[config.mk]
export PLATFORM = sky130hd
export DESIGN_NAME = divider_flat
export DESIGN_NICKNAME = d
export VERILOG_FILES = /design/src/rtl/divider_if.sv /design/src/rtl/divider.sv /design/src/flat_wrapper.sv
export SDC_FILE = /design/constraint.sdc
export NUM_CORES = 1
export LEC_CHECK = 0
export ABC_AREA = 0
export BUFFER_PORTS_ARGS = -buffer_cell sky130_fd_sc_hd__buf_2
export CAP_MARGIN = 20
export CELL_PAD_IN_SITES_DETAIL_PLACEMENT = 1
export CELL_PAD_IN_SITES_GLOBAL_PLACEMENT = 1
export CORE_UTILIZATION = 43
export CTS_CLUSTER_DIAMETER = 50
export CTS_CLUSTER_SIZE = 28
export DETAILED_ROUTE_END_ITERATION = 8
export PLACE_DENSITY_LB_ADDON = 0.05
export REMOVE_ABC_BUFFERS = 1
export SYNTH_ARGS = -nofsm -noshare
export SYNTH_HDL_FRONTEND = slang
export SYNTH_SLANG_ARGS = --single-unit
[constraint.sdc]
create_clock -name clk -period 3.3 [get_ports clk]
set_input_delay 0.165 -clock clk [delete_from_list [all_inputs] [get_ports clk]]
set_output_delay 0.165 -clock clk [all_outputs]
set_load 0.005 [all_outputs]
[src/rtl/divider_if.sv]
// Handshake and result bundle for the restoring divider.
// master drives the request; slave (the divider) returns the result.
interface divider_if #(parameter int N = 5);
    logic         start;
    logic [N-1:0] x;
    logic [N-1:0] y;
    logic [N-1:0] q;
    logic [N-1:0] r;
    logic         busy;
    logic         done;
    logic         div_by_zero;

    modport master (output start, x, y, input q, r, busy, done, div_by_zero);
    modport slave  (input start, x, y, output q, r, busy, done, div_by_zero);
endinterface

[src/rtl/divider.sv]
// Multi-cycle unsigned restoring divider, one quotient bit per clock, MSB first.
// Results are published only on entry to DONE and held until the next result.
module divider #(parameter int N = 5) (
    input  logic     clk,
    input  logic     rst,
    divider_if.slave bus
);
    localparam int CW = $clog2(N + 1);

    typedef enum logic [1:0] {IDLE, RUN, DONE} state_t;
    state_t state, nstate;

    logic [CW-1:0] cnt;
    logic [N-1:0]  xd, yd, pr, pr_nxt;
    logic [N-2:0]  qw;
    logic [N:0]    rsh, trial;
    logic [N-1:0]  q_r, r_r;
    logic          dbz_r, nbit, qbit, last;

    // Dividend bits are selected by the counter so the latched operand never moves.
    always_comb begin
        nbit = 1'b0;
        for (int i = 0; i < N; i++)
            if (cnt == CW'(N - 1 - i)) nbit = xd[i];
    end

    // Partial remainder stays below the divisor, so the sign of an (N+1)-bit
    // trial difference is exact even when the shifted value reaches 2^N.
    assign rsh    = {pr, nbit};
    assign trial  = rsh - {1'b0, yd};
    assign qbit   = ~trial[N];
    assign pr_nxt = qbit ? trial[N-1:0] : rsh[N-1:0];
    assign last   = (cnt == CW'(N - 1));

    always_ff @(posedge clk or posedge rst) begin
        if (rst) state <= IDLE;
        else     state <= nstate;
    end

    always_comb begin
        nstate = state;
        case (state)
            IDLE:    if (bus.start) nstate = (bus.y == '0) ? DONE : RUN;
            RUN:     if (last) nstate = DONE;
            DONE:    nstate = IDLE;
            default: nstate = IDLE;
        endcase
    end

    always_ff @(posedge clk or posedge rst) begin
        if (rst) begin
            xd    <= '0;
            yd    <= '0;
            pr    <= '0;
            qw    <= '0;
            cnt   <= '0;
            q_r   <= '0;
            r_r   <= '0;
            dbz_r <= 1'b0;
        end else begin
            case (state)
                IDLE: if (bus.start) begin
                    xd  <= bus.x;
                    yd  <= bus.y;
                    pr  <= '0;
                    qw  <= '0;
                    cnt <= '0;
                    if (bus.y == '0) begin
                        q_r   <= '1;
                        r_r   <= bus.x;
                        dbz_r <= 1'b1;
                    end
                end
                RUN: begin
                    cnt <= cnt + 1'b1;
                    pr  <= pr_nxt;
                    qw  <= (N-1)'({qw, qbit});
                    if (last) begin
                        q_r   <= {qw, qbit};
                        r_r   <= pr_nxt;
                        dbz_r <= 1'b0;
                    end
                end
                default: ;
            endcase
        end
    end

    assign bus.q           = q_r;
    assign bus.r           = r_r;
    assign bus.div_by_zero = dbz_r;
    assign bus.busy        = (state != IDLE);
    assign bus.done        = (state == DONE);
endmodule

[src/flat_wrapper.sv]
// flat-port wrapper written by rule: the top's interface ports become plain ports
module divider_flat 
#(parameter int N = 5)
  (clk, rst, bus_start, bus_x, bus_y, bus_q, bus_r, bus_busy, bus_done, bus_div_by_zero);
  divider_if #(.N(N)) bus_i ();
  input  logic clk;
  input  logic rst;
  input wire logic [$bits(bus_i.start)-1:0] bus_start;
  input wire logic [$bits(bus_i.x)-1:0] bus_x;
  input wire logic [$bits(bus_i.y)-1:0] bus_y;
  output wire logic [$bits(bus_i.q)-1:0] bus_q;
  output wire logic [$bits(bus_i.r)-1:0] bus_r;
  output wire logic [$bits(bus_i.busy)-1:0] bus_busy;
  output wire logic [$bits(bus_i.done)-1:0] bus_done;
  output wire logic [$bits(bus_i.div_by_zero)-1:0] bus_div_by_zero;
  assign bus_i.start = bus_start;
  assign bus_i.x = bus_x;
  assign bus_i.y = bus_y;
  assign bus_q = bus_i.q;
  assign bus_r = bus_i.r;
  assign bus_busy = bus_i.busy;
  assign bus_done = bus_i.done;
  assign bus_div_by_zero = bus_i.div_by_zero;
  divider #(.N(N)) u_core (.clk(clk), .rst(rst), .bus(bus_i));
endmodule
# Word level (Yosys, flattened, before mapping)
# Index checks and enable logic that the tools add are counted.
# classes
n_addsub	2
mul	0
div_mod_pow	0
n_lt_le_gt_ge	0
n_eq_ne	9
shift	0
muxes	28
bitwise	1
n_reduce_logical	9
# op_table
cell	count
$mux 5	8
$pmux 5 s2	3
$mux 1	8
$pmux 4 s2	1
$eq 3x2->1 const B	2
$mux 2	3
$pmux 3 s2	1
$reduce_and 2->1	3
$sub 6x5->6	1
$logic_not 5->1	1
$mux 4	1
$ne 2x1->1 const B	2
$pmux 2 s2	1
$reduce_and 4->1	1
$reduce_bool 2->1	2
$add 3x1->3 const B	1
$eq 3x1->1 const B	1
$eq 3x3->1 const B	1
$logic_not 3->1	1
$mux 3	1
$eq 2x1->1 const B	1
$eq 2x2->1 const B	1
$logic_not 2->1	1
$ne 2x2->1 const B	1
other kinds (2)	2
# totals
reg_bits	35
latch_bits	0
mem_bits_rw	0
mem_bits_ro	0
in_bits	13
wordCells	58
memories	0

# Depth between registers and ports, before layout
# logic_depth
ltp_word	10
mapped_depth	14
ltp_nobuf	14

# Worst setup path before layout
# OpenSTA, ideal clock, no wires.
# synth_path
path_type	register -> register
from	reg u_core.cnt[0]
to	reg u_core.r_r[0] (netlist: u_core.bus.r[0])
setup_time_ps	86
arrival_time_ps	2689
path_slack_ps	526
path_stages_with_launch	12
synth_period_minus_slack_ps	2774
path_cell_list	dfrtp_1 -> ha_1 -> ha_1 -> a221oi_1 -> a2bb2oi_1 -> ha_1 -> nor2b_4 -> o21a_4 -> a31o_4 -> xor2_4 -> mux2_4 -> o221ai_2
# synth_between
elab_chain_cells	10
# synth_rtl
item	line_no	text
start, declared	divider.sv:13	logic [CW-1:0] cnt;
start signal, assigned	divider.sv:75	cnt <= cnt + 1'b1;
$eq 3x3->1	divider.sv:24, divider.sv:33	
$mux 1 (5 in a row)	divider.sv:24	if (cnt == CW'(N - 1 - i)) nbit = xd[i];
$sub 6x5->6	divider.sv:30	assign trial = rsh - {1'b0, yd};
$mux 5	divider.sv:32	assign pr_nxt = qbit ? trial[N-1:0] : rsh[N-1:0];
$mux 5	divider.sv:78	if (last) begin
$pmux 5 s2	divider.sv:61	case (state)
end signal, assigned	divider.sv:70	r_r <= bus.x;
end signal, assigned	divider.sv:80	r_r <= pr_nxt;
end, declared	divider.sv:17	logic [N-1:0] q_r, r_r;
# Several ways; a longest one is shown, not always the timed one. The select of a mux whose other input is x is not followed.
# A chain may end at the register's enable or synchronous reset.

# Final worst setup path
# Same ends and word-level chain as after synthesis.

==> results.md <==
* Outcome: finished, final reports clean
* Num ports at 26
* DRT met1 WL at 1.967 mm
* Register area share after synthesis at 47.88%
* Antenna diode count at 0
* Final slew viol count at 0
* Starting DRT DRC Count at 61
* RSZ-0062 raised after global routing: no
* Grt ovf at 0
* Nets at 245
* Ys async rst share at 100.0%
* Post-route minimum period at 3.069 ns
* Most frequent cells in the layout: nand2_1 (39), dfrtp_1 (35), o21ai_0 (25), buf_2 (25), inv_1 (15)
* Power density of the placed cells at 1062 nW/um^2
* CTS tree: yes
* Post-synthesis simple-gate area fraction at 15.18%
* Gr usage total at 23.76%
* Max frequency at 325.8 MHz
* Clk_lat worst skew at 0.29 ns
* Clk root buf: clkbuf_8
* First-pass GRT wire length at 7.776 mm
* Highest routed layer: met4
* Synth Area in Compound Gates at 17.65%
* Starting Density at 45.40%
* Final setup fails at 0
* NetSw at 0.0009289 W
* Post-synthesis cell count at 192
* Clock transition at the registers of the reported paths at 0.07 ns
* Residual DRC at 0
* Post-synth top area cell: dfrtp_1
* # fillers at 488
* Most used cell, CP: ha_1
* Commonest non-fill, non-tap cell in the layout: nand2_1
* Core region area at 4029 um^2
* Clk pwr share at 14.3%
* Final cell utilization of the core at 52.27%
* Slew Limit Headroom at 42.33%
* Metal2 WL at 2.212 mm
* Share of cells above drive strength 1 at 21.27%
* Final hold violations at 0
* Number of routed nets with antenna violations at 0
* Sink Count at 35
* Met3 wire len at 152 um
* Top delay family on crit path: compound AO/OA/AOI/OAI gates
* Setup TNS at 0 ns
* CP Max Fanout at 6
* Seq pwr share at 33.7%
* Vias in the first global route at 1659
* Crit path kind: reg -> reg
* Cell area after synthesis at 1829 um^2
* Synth top area share at 47.88%
* Main combinational cell family by area after synthesis: compound AO/OA/AOI/OAI gates
* P&R area growth vs syn at 15.12%
* # port buffers at 25
* Mux share of post-synthesis cell area at 4.514%
* DR WL/cell at 16.18 um
* Syn Area/Cell at 9.527 um^2
* Routed vias/inst at 5.354
* Synth Area in Adders at 7.934%
* Hold crit path type: in -> reg
* Pin count of the biggest net entering global routing at 36
* HPWL after detailed placement at 3.273 mm
* Number of flops mapped to enable cells by yosys at 0
* Area of the multi-input gates at 873.3 um^2
* CTS buffer count at 5
* Lkg Pwr at 1.024 nW
* Max-cap violations at 0
* Post-Synth XOR/XNOR Area at 2.462%
* Placed Cells at 263
* Placer Congestion at 0.7743
* Die height at 67.23 um
* Crit share post-route at 93.00%
* Chip width at 67.23 um
* Worst vdd ir at 0.4452 mV
* CP Capture Type: register
* Comb power frac at 52.1%
* Worst clock skew at 0.007205 ns
* Crit-path cells: inv_1 > ha_1 > nand2_1 > nor3_1 > a221oi_1 > a2bb2oi_1 > ha_1 > nor2b_4 > o21a_4 > a31o_4 > xor2_4 > mux2_4 > o221ai_2
* Int Power at 0.001308 W
* Ys Warns at 0
* Area of the die at 4519 um^2
* Arr. time, crit path at 3.28 ns
* Final wirelength at 4.384 mm
* Post-synthesis cell type count at 36
* Rows at 23
* Post-CTS Setup Bufs at 0
* Post-Layout Cell Count at 271
* Register Area at 875.8 um^2
* Worst path slowest cell: dfrtp_1
* Initial antenna violation count at 0
* CTS max path bufs at 2
* Vias after detailed routing at 1451
* Synth Flop Type: dfrtp_1
* Initial DRT Pass Iterations at 4
* Req. time, crit path at 3.51 ns
* Crit path largest cell delay at 0.42 ns
* Main area contributors after synthesis: dfrtp_1 (48%), nand2_1 (8.0%), ha_1 (6.8%)
* Startpoint Class: register
* CP bufs+invs at 1
* Yosys reg bits at 35
* Switching part of the total at 41.52%
* Worst-Margin Slew at 0.8632 ns
* H-tree levels at 2
## metrics by stage
step / setup slack, ns / hold slack (ns) / instance area [um^2] / power, W
2_1_floorplan: 0.5252 / 0.2818 / 1805 / 0.001587
6_report: 0.2311 / 0.1023 / 2106 / 0.002237
3_5_place_dp: 0.2477 / 0.2918 / 2008 / 0.001930
3_3_place_gp: 0.3731 / 0.2833 / 2008 / 0.001868
5_1_grt: 0.03363 / 0.1187 / 2106 / 0.002445
4_1_cts: 0.1945 / 0.09646 / 2106 / 0.002266
## cell type report
class                      count  share of cell area (%)
clock buffer                   6                   3.922
multi-input combinational    136                   41.47
inverter                      15                   2.674
clock inverter                 1                  0.2377
tap                           50                   2.971
sequential                    35                   41.59
timing repair buffer          28                   7.130
## power groups by stage
stage	Combinational, W	Sequential [W]	Clock (W)
floorplan	0.000856	0.000732	0
global placement	0.00112	0.000752	0
global route	0.00132	0.000780	0.000344
CTS	0.00118	0.000755	0.000329
finish	0.00116	0.000753	0.000319
detailed placement	0.00117	0.000761	0
## Yosys cell counts (3+ instances only)
| cell type | number |
|---|---|
| nor2_1 | 13 |
| inv_1 | 15 |
| o21ai_0 | 25 |
| nor3_1 | 3 |
| dfrtp_1 | 35 |
| clkbuf_1 | 5 |
| o21ai_1 | 3 |
| a21oi_1 | 7 |
| nand2b_1 | 3 |
| ha_1 | 10 |
| mux2i_1 | 3 |
| nand2_1 | 39 |
## timing repair
item,in CTS,in global routing
gates resized for setup,0,0
hold buffers,1,0
endpoints found under the hold margin,35,0
## sequential cells by signal, summed over array words and instances (netlist names), 2 cells and up
name / flops
u_core.xd: 5
u_core.yd: 5
u_core.qw: 4
u_core.bus.q: 5
u_core.bus.r: 5
u_core.cnt: 3
u_core.state: 2
u_core.pr: 5
## metal layers
layer	vias up	track usage (%)
met2	25	42.00
met4	0	6.915
li1	696	-
met3	6	6.419
met1	724	27.96
met5	-	0
## final timing paths
path	to	cells past startpoint	slack (ns)	startpoint
max reg2reg	u_core.bus.r[0]	13	0.23	u_core.cnt[0]
max	u_core.bus.r[0]	13	0.23	u_core.cnt[0]
min in group asynchronous	u_core.bus.div_by_zero	4	0.52	rst
min reg2reg	u_core.bus.q[4]	2	0.48	u_core.bus.q[4]
max in group asynchronous	u_core.yd[0]	4	2.46	rst
min	u_core.yd[2]	3	0.10	bus_y[2]
## worst reg2reg max path, cell delays in order (launching register included)
cell and delay [ns]:
dfrtp_1 0.42, inv_1 0.10, ha_1 0.27, nand2_1 0.13
nor3_1 0.06, a221oi_1 0.21, a2bb2oi_1 0.26, ha_1 0.28
nor2b_4 0.06, o21a_4 0.20, a31o_4 0.26, xor2_4 0.25
mux2_4 0.34, o221ai_2 0.15
## kinds of logic (layout without fill, tap and decap cells)
| group | Yosys count | count (layout) |
|---|---|---|
| AOI/OAI and AO/OA | 50 | 50 |
| adders and majority gates | 11 | 11 |
| muxes | 7 | 7 |
| buffers and inverters | 21 | 50 |
| DFF | 35 | 35 |
| and+or+nand+nor | 65 | 65 |
| xor gates and xnor gates | 3 | 3 |
Power figures use the tool's default switching activity.
